**config.mk**
```make
export PLATFORM = sky130hd
export DESIGN_NAME = slc3_input_conditioner
export DESIGN_NICKNAME = d
export VERILOG_FILES = /design/src/rtl/slc3_input_conditioner.sv
export SDC_FILE = /design/constraint.sdc
export NUM_CORES = 1
export LEC_CHECK = 0
export BUFFER_PORTS_ARGS = -buffer_cell sky130_fd_sc_hd__buf_4
export CORE_UTILIZATION = 50
export DETAILED_ROUTE_END_ITERATION = 16
export HOLD_SLACK_MARGIN = 0.12
export PLACE_DENSITY = 0.7
export SLEW_MARGIN = 20
export SYNTH_ARGS = -nofsm -noshare
export SYNTH_HDL_FRONTEND = slang
export SYNTH_SLANG_ARGS = --single-unit
```
**constraint.sdc**
```tcl
create_clock -name Clk -period 2.58 [get_ports Clk]
set_input_delay 0.258 -clock Clk [delete_from_list [all_inputs] [get_ports Clk]]
set_output_delay 0.258 -clock Clk [all_outputs]
set_load 0.01 [all_outputs]
```
**src/rtl/slc3_input_conditioner.sv**
```systemverilog
// SLC-3 input conditioner: synchronises the raw board inputs and debounces the
// active-low Run/Continue buttons. Each button produces a level output and a
// one-cycle press strobe. Switches are synchronised only.

module slc3_button_debounce #(
   parameter int DEBOUNCE_CYCLES = 500000,
   parameter int CNT_W           = $clog2(DEBOUNCE_CYCLES)
) (
   input  logic Clk,
   input  logic Reset,
   input  logic Key_n,
   output logic Level,
   output logic Pulse
);

   localparam logic [1:0] RELEASED     = 2'd0;
   localparam logic [1:0] PRESS_WAIT   = 2'd1;
   localparam logic [1:0] PRESSED      = 2'd2;
   localparam logic [1:0] RELEASE_WAIT = 2'd3;

   localparam logic [CNT_W-1:0] CNT_ZERO = {CNT_W{1'b0}};
   localparam logic [CNT_W-1:0] CNT_ONE  = {{(CNT_W-1){1'b0}}, 1'b1};
   localparam logic [CNT_W-1:0] CNT_LAST = CNT_W'(DEBOUNCE_CYCLES - 1);

   logic             sync1_r;
   logic             sync2_r;
   logic [1:0]       state_r;
   logic [1:0]       state_s;
   logic [CNT_W-1:0] cnt_r;
   logic [CNT_W-1:0] cnt_s;
   logic             pulse_s;
   logic             level_s;
   logic             level_r;
   logic             pulse_r;

   // Two-flop synchroniser; reset to the released (high) level
   always_ff @(posedge Clk) begin
      if (!Reset) begin
         sync1_r <= 1'b1;
         sync2_r <= 1'b1;
      end else begin
         sync1_r <= Key_n;
         sync2_r <= sync1_r;
      end
   end

   // Debounce next-state: a change is accepted only after the synchronised
   // input holds its new value for the full debounce window
   always_comb begin
      state_s = state_r;
      cnt_s   = cnt_r;
      pulse_s = 1'b0;
      case (state_r)
         RELEASED: begin
            if (!sync2_r) begin
               state_s = PRESS_WAIT;
               cnt_s   = CNT_ONE;
            end else begin
               cnt_s   = CNT_ZERO;
            end
         end
         PRESS_WAIT: begin
            if (sync2_r) begin
               state_s = RELEASED;
               cnt_s   = CNT_ZERO;
            end else if (cnt_r == CNT_LAST) begin
               state_s = PRESSED;
               cnt_s   = CNT_ZERO;
               pulse_s = 1'b1;
            end else begin
               cnt_s   = cnt_r + CNT_ONE;
            end
         end
         PRESSED: begin
            if (sync2_r) begin
               state_s = RELEASE_WAIT;
               cnt_s   = CNT_ONE;
            end else begin
               cnt_s   = CNT_ZERO;
            end
         end
         RELEASE_WAIT: begin
            if (!sync2_r) begin
               state_s = PRESSED;
               cnt_s   = CNT_ZERO;
            end else if (cnt_r == CNT_LAST) begin
               state_s = RELEASED;
               cnt_s   = CNT_ZERO;
            end else begin
               cnt_s   = cnt_r + CNT_ONE;
            end
         end
         default: begin
            state_s = RELEASED;
            cnt_s   = CNT_ZERO;
         end
      endcase
      level_s = (state_s == PRESSED) || (state_s == RELEASE_WAIT);
   end

   // State, counter and registered level/pulse outputs
   always_ff @(posedge Clk) begin
      if (!Reset) begin
         state_r <= RELEASED;
         cnt_r   <= CNT_ZERO;
         level_r <= 1'b0;
         pulse_r <= 1'b0;
      end else begin
         state_r <= state_s;
         cnt_r   <= cnt_s;
         level_r <= level_s;
         pulse_r <= pulse_s;
      end
   end

   assign Level = level_r;
   assign Pulse = pulse_r;

endmodule

module slc3_input_conditioner #(
   parameter int DEBOUNCE_CYCLES = 500000,
   parameter int CNT_W           = $clog2(DEBOUNCE_CYCLES),
   parameter int N_SW            = 10
) (
   input  logic            Clk,
   input  logic            Reset,
   input  logic            KEY_Run_n,
   input  logic            KEY_Continue_n,
   input  logic [N_SW-1:0] SW_raw,
   output logic            Run,
   output logic            Continue,
   output logic            Run_pulse,
   output logic            Continue_pulse,
   output logic [N_SW-1:0] SW
);

   logic [N_SW-1:0] sw_sync1_r;
   logic [N_SW-1:0] sw_sync2_r;

   // Two-flop synchroniser for the slide switches, no debounce
   always_ff @(posedge Clk) begin
      if (!Reset) begin
         sw_sync1_r <= {N_SW{1'b0}};
         sw_sync2_r <= {N_SW{1'b0}};
      end else begin
         sw_sync1_r <= SW_raw;
         sw_sync2_r <= sw_sync1_r;
      end
   end

   assign SW = sw_sync2_r;

   slc3_button_debounce #(
      .DEBOUNCE_CYCLES (DEBOUNCE_CYCLES),
      .CNT_W           (CNT_W)
   ) u_run (
      .Clk   (Clk),
      .Reset (Reset),
      .Key_n (KEY_Run_n),
      .Level (Run),
      .Pulse (Run_pulse)
   );

   slc3_button_debounce #(
      .DEBOUNCE_CYCLES (DEBOUNCE_CYCLES),
      .CNT_W           (CNT_W)
   ) u_continue (
      .Clk   (Clk),
      .Reset (Reset),
      .Key_n (KEY_Continue_n),
      .Level (Continue),
      .Pulse (Continue_pulse)
   );

endmodule

```
======== Yosys cells after proc, flatten, opt, wreduce, memory -nomap -nowiden ========
Index checks and enable logic that the tools add are counted.
cells by class
  $add $sub $neg .......................... 2
  eq/ne operators ......................... 12
  multiplexer cells ....................... 28
  bitwise gates (word level) .............. 3
  reduce and logical (&&, ||, !) cells .... 6
operators by type and width
  operator                                              count
  one-hot mux 19 bit (4 select lines)                   2
  two-way mux 19 bit                                    6
  adder 19 x 1 -> 19 bit (second input constant)        2
  equality test 19 bit (second input constant)          2
  two-way mux 2 bit                                     12
  equality test 2 bit (second input constant)           8
  one-hot mux 2 bit (4 select lines)                    2
  two-way mux 1 bit                                     6
  OR reduction 3 bit                                    2
  equality test 2 x 1 -> 1 bit (second input constant)  2
  logical NOT 2 bit                                     2
  inverter 1 bit                                        3
  logical OR 1 bit                                      2
word-level totals
  register bits after elaboration ......... 70
  bits of input ports ..................... 14
  output and inout port bits .............. 14
  word-level logic and storage cells ...... 65

======== Longest topological paths before layout ========
Gate-level depths: netlist (run 1).
  word-level depth ........................ 6
  mapped depth ............................ 6
  mapped depth without buffers ............ 5

======== By module ========
From an unflattened synthesis (run 1), not the netlist that was laid out.
second synthesis, totals
  cell total of the unflattened synthesis .. 278
  area, all modules ....................... 2758.9 µm²
modules (own cells, without submodules)
  module                  times used  cells an instance  area an instance (µm²)  sequential area each (µm²)
  slc3_button_debounce    2           118                1098.6                  500.5
  slc3_input_conditioner  1           42                 561.8                   400.4

======== Least setup slack after synthesis (run 1) ========
Ideal clock, no wire load.
  path type ............................... reg-to-reg
  start point ............................. reg u_continue.cnt_r[0]
  end point ............................... reg u_continue.cnt_r[18]
  library setup time ...................... 0.070 ns
  data arrival time ....................... 1.670 ns
  data required time ...................... 2.510 ns
  path slack .............................. 0.840 ns
  cell stages (with the launch flop) ...... 6
  buffers on the path ..................... 0
  period minus slack after synthesis ...... 1.740 ns
  cell sequence ........................... dfxtp_1 ha_1 nand4_4 or4_1 or3_1 a21oi_1
between the ends
  cells in the longest elaborated chain, start to end .. 4
  elaborated cells between the ends (all ways) .. 6
  those cells by class .................... add/sub: 1; eq/ne: 1; mux: 4
RTL lines
  element                                                                line    text
  start, declared                                                        29      logic [CNT_W-1:0] cnt_r;
  start signal, assigned                                                 110     cnt_r <= cnt_s;
  adder 19 x 1 -> 19 bit / equality test 19 bit (equally long branches)  -
  two-way mux 19 bit (*)                                                 66, 86
  two-way mux 19 bit, on equally long branches                           83, 63
  one-hot mux 19 bit (4 select lines) (*)                                53      case (state_r)
Every way passes the cells marked *; elsewhere a longest branch is shown, timed or not.
A chain may end at the register's enable or synchronous reset.

======== Final worst setup path (run 1) ========
  start point ............................. reg u_run.cnt_r[0]
  end point ............................... reg u_run.level_r, in the netlist u_run.Level
between the ends
  cells in the longest elaborated chain, start to end .. 6
  elaborated cells between the ends (all ways) .. 9
  those cells by class .................... eq/ne: 3; mux: 5; reduce/logical: 1
RTL lines
  element                                      line    text
  start, declared                              29
  start signal, assigned                       110
  equality test 19 bit (*)                     66, 86
  two-way mux 2 bit, on equally long branches  86, 66
  two-way mux 2 bit, on equally long branches  83, 63
  one-hot mux 2 bit (4 select lines) (*)       53
  equality test 2 bit                          98      level_s = (state_s == PRESSED) || (state_s == RELEASE_WAIT);
  logical OR 1 bit (*)                         98
  end signal, assigned                         111     level_r <= level_s;
  end, declared                                33      logic level_r;
Marked as above.

==> flow_results.org, run 1 <==
** Setup path
- Library cell contributing the largest single delay on the critical path :: nor3_1
- Critical path data arrival time :: between 2000 and 2500 ps
- Nature of the critical path startpoint :: flip-flop
- By startpoint and endpoint, the worst setup path is classified as reg2reg.
- The largest single stage delay on the critical path is 610 ps.
- Kind of cell adding the most delay to the critical path :: simple AND/OR/NAND/NOR gates
- Depth of the worst register-to-register path :: 5
- Ordered cell list for the critical path :: ha_1 > and4_1 > nand3_1 > nor3_1 > mux2i_1
- The critical path runs through a total of 5 cells.
- STA classifies the critical path endpoint as a flip-flop.
- Maximum fanout along the worst path :: 5
- Crit path buffers/inverters :: 0
- At the worst endpoint, the required time is about 2900 ps.

** Power and ir drop
- For this design the ratio of total power to cell area is between 600 and 700 mW/mm2.
- Leakage power total :: between 1 and 1.5 nW
- Cell-internal power :: approximately 1.6 mW
- Power share of the clock group :: 43.1%
- The worst-case IR drop observed on VDD is 0.000518 V.
- Of the total power, combinational logic draws roughly 3.1%.
- Summed over all nets, the switching power comes to between 400 and 500 uW.
- Net switching is roughly 22% of the power.
- PnR Total Power :: 2.05 mW
- Proportion of power drawn by flip-flops and latches :: 53.8%

** Drt
- Starting DRT DRC Count :: about 140
- Dividing the detail-routed wire length by the instance count gives between 10 and 15 um.
- In the routed design, unresolved DRC markers number 0.
- In the routed layout, each cell is associated on average with a via count of between 5 and 6.
- The first detailed-routing pass took 4 iterations.
- WL final :: ~4700 um
- The routed layout has a little over 2,000 vias.
- Number of nets still failing antenna checks after routing :: 0

** Final layout
- Fin area :: about 0.0033 mm2
- Most common cell after layout, fill and taps aside :: dfxtp_1
- The post-route netlist has 15.2% of its cells at a drive strength greater than 1.
- Final non-filler cell total :: about 410
- Final cell utilization of the core :: 63.9%
- Area added between synthesis and finish :: 21.1%
- 0 antenna diodes ended up in the layout.
- In the layout the commonest cells are dfxtp_1, nor2_1, buf_4, and2_1, xnor2_1.
- The final layout contains around 350 nets.

** Placement
- Cell Count Post-Placement :: 379
- After detailed placement, the total cell area comes to between 0.003 and 0.004 mm2.
- HPWL Detailed :: approximately 3200 um
- Port buffering added 27 buffers.
- The congestion estimate from routability-driven global placement came to a little over 0.8.
- Dpl ws :: roughly 630 ps

** Clocking
- Clock-pin slew was measured on the worst setup and hold paths at roughly 80 ps.
- Maximum number of buffers from clock root to sink :: 2
- The clock drives 70 sinks.
- TritonCTS built the clock tree.
- In this run, CTS created clock tree buffers numbering 9.
- Root buffer cell :: clkbuf_8
- Clock insertion delay at the later pin of the skew report :: 340 ps
- # resized after CTS :: 0
- CTS HTree Levels :: 3

** Yosys
- Avg Inst Size Synth :: about 9.5 um2
- Mapped cell area :: roughly 0.0027 mm2
- In this run the biggest area consumer among cell types represents between 50% and 60% of the synthesized area.
- Synthesis produced a netlist with a net count of ~300.
- After synthesis, the netlist uses 35 different library cells.
- Proportion of synthesized chip area in sequential cells :: slightly above 50%
- Synth warn :: 0
- Gate Count Post-Synth :: between 200 and 300
- Biggest area contributors in the synthesized netlist :: dfxtp_1, xnor2_1, nor2_1
- Library cell occupying the most area in the post-synthesis netlist :: dfxtp_1
- Synth Register Bits :: 70

** Floorplanning
- Measured along the x axis, the die boundary spans roughly 76 um.
- After floorplanning, the core was sized to cover between 0.005 and 0.006 mm2.
- Effective utilization at floorplan :: roughly 53%
- Core Rows :: 26
- Ports placed on the boundary :: 28
- Die Height :: 76.1 um
- Die Area :: a little under 0.006 mm2

** STA
- Setup violations remaining at the end of the flow were counted as 0.
- In this run the tightest slew margin relative to its limit is ~54%.
- Fmax :: between 500 and 600 MHz
- The number of failing hold endpoints at the final stage was 0.
- For the pin with the worst max-slew slack, the measured transition is ~680 ps.
- Final worst path period need :: 1970 ps
- Fin crit share :: between 70% and 80%
- Setup repair after global routing left no endpoint under its margin.
- Worst hold slack :: 141 ps
- Between clock sinks in the finished design, the worst skew comes to 5.05 ps.
- Across all setup checks in the final design, the least slack found is approximately 610 ps.
- Setup TNS :: 0 ps
- The final max-slew violation count came to 0.

** GRT
- The via count of the first global-routing pass came to ~1,900.
- Global-route usage over all layers :: between 15 and 20%
- After global routing the overflow that remains totals 0.
- Global-route wire length before repair :: just over 8000 um
- Entering global routing, the biggest net connects 33 pins.
- Initial antenna violation count :: 0

** Outcome
- The run finished with clean final reports.

** Job
- The tool flagged a number of max-cap violations equal to 0.

** Hold path
- The worst hold path passes through 2 cells.
- Min-delay worst type :: in2reg
-- power by group through the flow --
stage	Combinational (mW)	Clock (mW)	Sequential, mW
floorplan	0.0193	0	1.13
global placement	0.0495	0	1.13
detailed placement	0.0500	0	1.13
CTS	0.0630	0.905	1.10
global route	0.0693	0.961	1.11
finish	0.0628	0.883	1.10
-- timing repair --
item	CTS	global route
endpoints found under the hold margin	11	0
setup buffers	0	0
hold buffers	11	0
-- registers in the layout (all words and copies together), names as in the netlist --
signal              cells
u_continue.sync2_r      1
u_run.sync2_r           1
sw_sync1_r             10
u_run.Level             1
u_run.sync1_r           1
u_run.Pulse             1
u_run.cnt_r            19
u_continue.cnt_r       19
u_run.state_r           2
u_continue.sync1_r      1
u_continue.Level        1
u_continue.Pulse        1
SW                     10
u_continue.state_r      2
-- logic make-up (layout without fill, tap and decap cells) --
group | Yosys count | count (layout) | share of synthesized area (%)
simple gates | 155 | 155 | 31.0
flops | 70 | 70 | 51.0
xor+xnor | 31 | 31 | 9.89
buf+inv | 16 | 62 | 2.37
compound gates | 10 | 10 | 2.60
mux | 6 | 6 | 2.19
fa+ha+maj | 2 | 2 | 0.911
-- Yosys cell counts --
| cell | count |
|---|---|
| or4_1 | 2 |
| o21ai_0 | 2 |
| and4_2 | 1 |
| nor2b_1 | 3 |
| or3_1 | 1 |
| nor4_1 | 13 |
| xnor2_1 | 21 |
| nor2_1 | 37 |
| xor2_1 | 10 |
| o21bai_1 | 1 |
| ha_1 | 2 |
| nor4b_1 | 3 |
| dfxtp_1 | 70 |
| nand3b_1 | 1 |
| nor3b_1 | 2 |
| nand4bb_1 | 1 |
| buf_2 | 4 |
| nand2b_1 | 6 |
| clkbuf_1 | 6 |
| nand3_1 | 17 |
| a211oi_1 | 2 |
| mux2i_1 | 6 |
| inv_1 | 6 |
| and2_1 | 22 |
| and3_1 | 1 |
| o21ai_2 | 1 |
| nand4_4 | 1 |
| nor4_2 | 1 |
| nand4_2 | 1 |
| nand2_1 | 19 |
| a21oi_1 | 3 |
| a2111oi_2 | 1 |
| and4_1 | 2 |
| nand4_1 | 11 |
| nor3_1 | 10 |
-- final timing paths --
kind	start	endpoint	slack, ps
max	u_run.cnt_r[0]$_SDFF_PN0_	u_run.Level$_SDFF_PN0_	610
min reg2reg	u_run.sync1_r$_SDFF_PN1_	u_run.sync2_r$_SDFF_PN1_	410
min	SW_raw[7]	sw_sync1_r[7]$_SDFF_PN0_	140
max reg2reg	u_run.cnt_r[0]$_SDFF_PN0_	u_run.Level$_SDFF_PN0_	610
-- layer usage --
layer  up-vias  global-route usage, %  wire, um
met4         0                   9.81        78
met3         8                   5.75       227
met2        33                   26.5      2020
li1       1079                      -         -
met1       937                   23.7      2400
met5         -                      0         0
-- final cells by class --
class,count,area [um2]
Sequential cell,70,1400
Tap cell,70,87.6
Fill cell,464,1880
Multi-Input combinational cell,204,1280
Inverter,6,22.5
Clock inverter,7,82.6
Clock buffer,9,124
Timing Repair Buffer,40,328
-- worst register-to-register path, delay by kind of cell, from the launching register on --
| family | cells | cell delay (ps) |
|---|---|---|
| mux | 1 | 270 |
| simple gates | 3 | 1020 |
| flops | 1 | 380 |
| fa+ha+maj | 1 | 240 |
Note: power is estimated with default switching activity, not from simulation.
==> run 2: changes to the inputs <==
PLACE_DENSITY = 0.73   (was 0.7)
clock period = 1.8 ns   (was 2.58 ns; I/O delays follow)
==> run 2 against run 1 <==
Core utilization up 2.3 points. Final area is 3.6% higher. Sequential power up 44%. Power up 39%. Critical endpoint is now u_continue.cnt_r[18]$_SDFF_PN0_.
==> flow_results.org, run 2 (synthesis results as in run 1) <==
** Floorplanning
- The standard-cell row count is 26 (unchanged).
- Placeable core region :: 0.00520 mm2 (unchanged)
- The die boundary height is 76.1 um (unchanged).
- Width of the chip :: 76.1 um (unchanged)
- The number of primary I/O pins is 28 (unchanged).
- Effective utilization at floorplan :: 52.7% (unchanged)
- Die Area :: 0.00579 mm2 (unchanged)

** Setup path
- Data required time of the critical path :: 2070 ps (-780 ps)
- The worst setup path is launched from a flip-flop.
- Reg-to-reg critical path endpoint :: u_continue.cnt_r[18]$_SDFF_PN0_
- The cell family contributing the most delay on the critical path is simple AND/OR/NAND/NOR gates.
- Launching element of the worst setup path :: u_continue.cnt_r[0]$_SDFF_PN0_
- The number of buffers and inverters on the critical path was 0 (unchanged).
- Minimum setup slack among reg-to-reg paths :: 70 ps (-540 ps)
- The signal on the critical path passes through ha_4 > nand4_4 > or4_1 > or3_1 > a21oi_1.
- The critical path is of the reg2reg type.
- Element type at the critical path end :: flip-flop
- The arrival time of data at the critical path endpoint was 2010 ps (-230 ps).
- WP depth :: 5 (unchanged)
- In this run the critical register-to-register path is launched from u_continue.cnt_r[0]$_SDFF_PN0_.
- For this design, the slowest cell found on the critical path is or4_1.
- Last element of the critical path :: u_continue.cnt_r[18]$_SDFF_PN0_
- The length in cells of the worst reg-to-reg path is 5 (unchanged).
- The biggest cell delay along the critical path came to 540 ps (-70 ps).
- The highest net fanout along the worst path is 3 (-2).

** Clocking
- The count of buffers added by post-CTS timing repair for setup is 0 (unchanged).
- The TritonCTS sink count came to 70 (unchanged).
- Clock-pin transition on the worst setup and hold timing paths :: 80 ps (about the same)
- The maximum root-to-sink buffer count came to 2 (unchanged).
- The number of H-tree levels was 3 (unchanged).
- The cell sitting at the root of the clock tree is a clkbuf_8.
- The clock buffer count from CTS came to 9 (unchanged).
- Clock insertion delay at the later pin of the skew report :: 350 ps (about the same)
- TritonCTS built the clock tree.

** STA
- Final worst path period need :: 1730 ps (-240 ps)
- Worst Skew :: 7.46 ps (+2.41 ps)
- The number of setup violations in the final report was 0 (unchanged).
- The final max-slew violation count is 0 (unchanged).
- The maximum operating frequency was 577 MHz (+14%).
- The number of failing hold endpoints at the final stage came to 0 (unchanged).
- Fin crit share :: 96.3% (+20 points)
- Worst slew margin relative to its limit :: 70.4% (+16 points)
- The transition time at the pin with the least slew margin was 440 ps (-245 ps).

** Final layout
- Number of antenna repair diodes :: 0 (unchanged)
- Final non-filler cell total :: 420 (+3.4%)
- Area added between synthesis and finish :: 25.4%
- Registers with the most flip-flops :: u_continue.cnt_r: 19 flops, u_run.cnt_r: 19 flops
- The number of nets at the end of the flow was 361 (+4.0%).
- The post-route cell area is 0.00344 mm2 (+3.6%).
- In the layout the commonest cells are dfxtp_1, buf_4, nor2_1, and2_1, xnor2_1.
- Leaving out fill and tap cells, the most frequent cell in the layout is dfxtp_1.
- Final cell utilization of the core :: 66.2% (+2.3 points)
- The share of post-route cells with drive strength above 1 is 19.7% (+4.5 points).

** Placement
- HPWL Detailed :: 3340 um (+5.0%)
- Final weighted congestion in routability-driven placement :: 0.775 (-5.5%)
- Total placed instance area :: 0.00311 mm2 (+3.2%)
- The cell count after placement was 392 (+3.4%).
- Number of port buffers :: 27 (unchanged)

** Drt
- The post-detailed-route wirelength per cell came to 12.0 um (+3.2%).
- The initial DRC count is 93 (-33%).
- Total number of vias :: 2,123 (+3.2%)
- The residual antenna-violating net count after detailed routing was 0 (unchanged).
- The total wire length came to 5040 um (+6.8%).
- Number of iterations in the first detailed-routing pass :: 4 (unchanged)
- The post-detailed-route DRC marker count was 0 (unchanged).
- The post-detailed-route via-to-cell ratio is 5.05 (-0.23%).

** GRT
- Number of global-route vias before repair :: 2,006 (+7.7%)
- The global-route usage over all layers came to 19.4% (+1.3 points).
- Global-route wire length before repair :: 8830 um (+7.5%)
- Total overflow reported by the global router :: 0 (unchanged)
- The number of antenna violations at the first check in global routing is 0 (unchanged).
- The pin count of the biggest net entering global routing was 33 (unchanged).

** Hold path
- Min-delay worst type :: in2reg

** Power and ir drop
- The static leakage came to 1.20 nW (+5.6%).
- The worst voltage drop across the vdd grid came to 0.000666 V (+29%).
- Pwr dens :: 826 mW/mm2 (+34%)

** Job
- The number of maximum-capacitance violations is 0 (unchanged).

** Outcome
- The run finished with clean final reports.
## run 2: layout make-up
type,count,area [um2]
clock inverters,5,42.5
flip-flops and latches,70,1400
fillers,446,1760
inverters,6,22.5
clock buffers,11,141
well taps,70,87.6
multi-input cells,204,1310
repair buffers,54,435
## run 2: worst min path at each step
| stage | startpoint | endpoint | slack [ps] | depth (start not counted) |
|---|---|---|---|---|
| after floorplan | KEY_Continue_n | u_continue.sync1_r$_SDFF_PN1_ | 280 | 1 |
| after global placement | KEY_Run_n | u_run.sync1_r$_SDFF_PN1_ | 370 | 2 |
| after detailed placement | KEY_Continue_n | u_continue.sync1_r$_SDFF_PN1_ | 370 | 2 |
| after CTS | Reset | u_continue.sync1_r$_SDFF_PN1_ | 140 | 2 |
| after global routing | Reset | u_run.sync1_r$_SDFF_PN1_ | 150 | 2 |
| final | Reset | u_continue.sync1_r$_SDFF_PN1_ | 140 | 2 |
## run 2: routing by layer
layer	track usage [%]	part of all wire (%)	wire length, um
met1	23.5	48	2400
met2	30.6	45	2280
met3	8.74	5.9	299
met4	6.54	1.1	55
met5	0	0	0
## run 2: report_power, final
part,total (mW),switching (mW),internal (mW)
combinational,0.0916,0.0312,0.0604
clock,1.17,0.617,0.552
sequential,1.58,0.00804,1.57
total,2.84,0.656,2.19
## run 2: stage by stage
step	hold slack, ps	total power, mW	setup slack [ps]	TNS (ps)
2_1_floorplan	281	1.65	60.4	0
3_3_place_gp	369	1.69	92.6	0
3_5_place_dp	368	1.69	51.1	0
4_1_cts	135	2.87	4.50	0
5_1_grt	148	2.96	-6.63	-12.1
6_report	142	2.84	66.2	0
## run 2: repair_timing
item,4_1_cts,5_1_grt
hold endpoints to repair,12,0
setup endpoints to repair,0,6
resized for setup,0,8
hold buffers,12,0
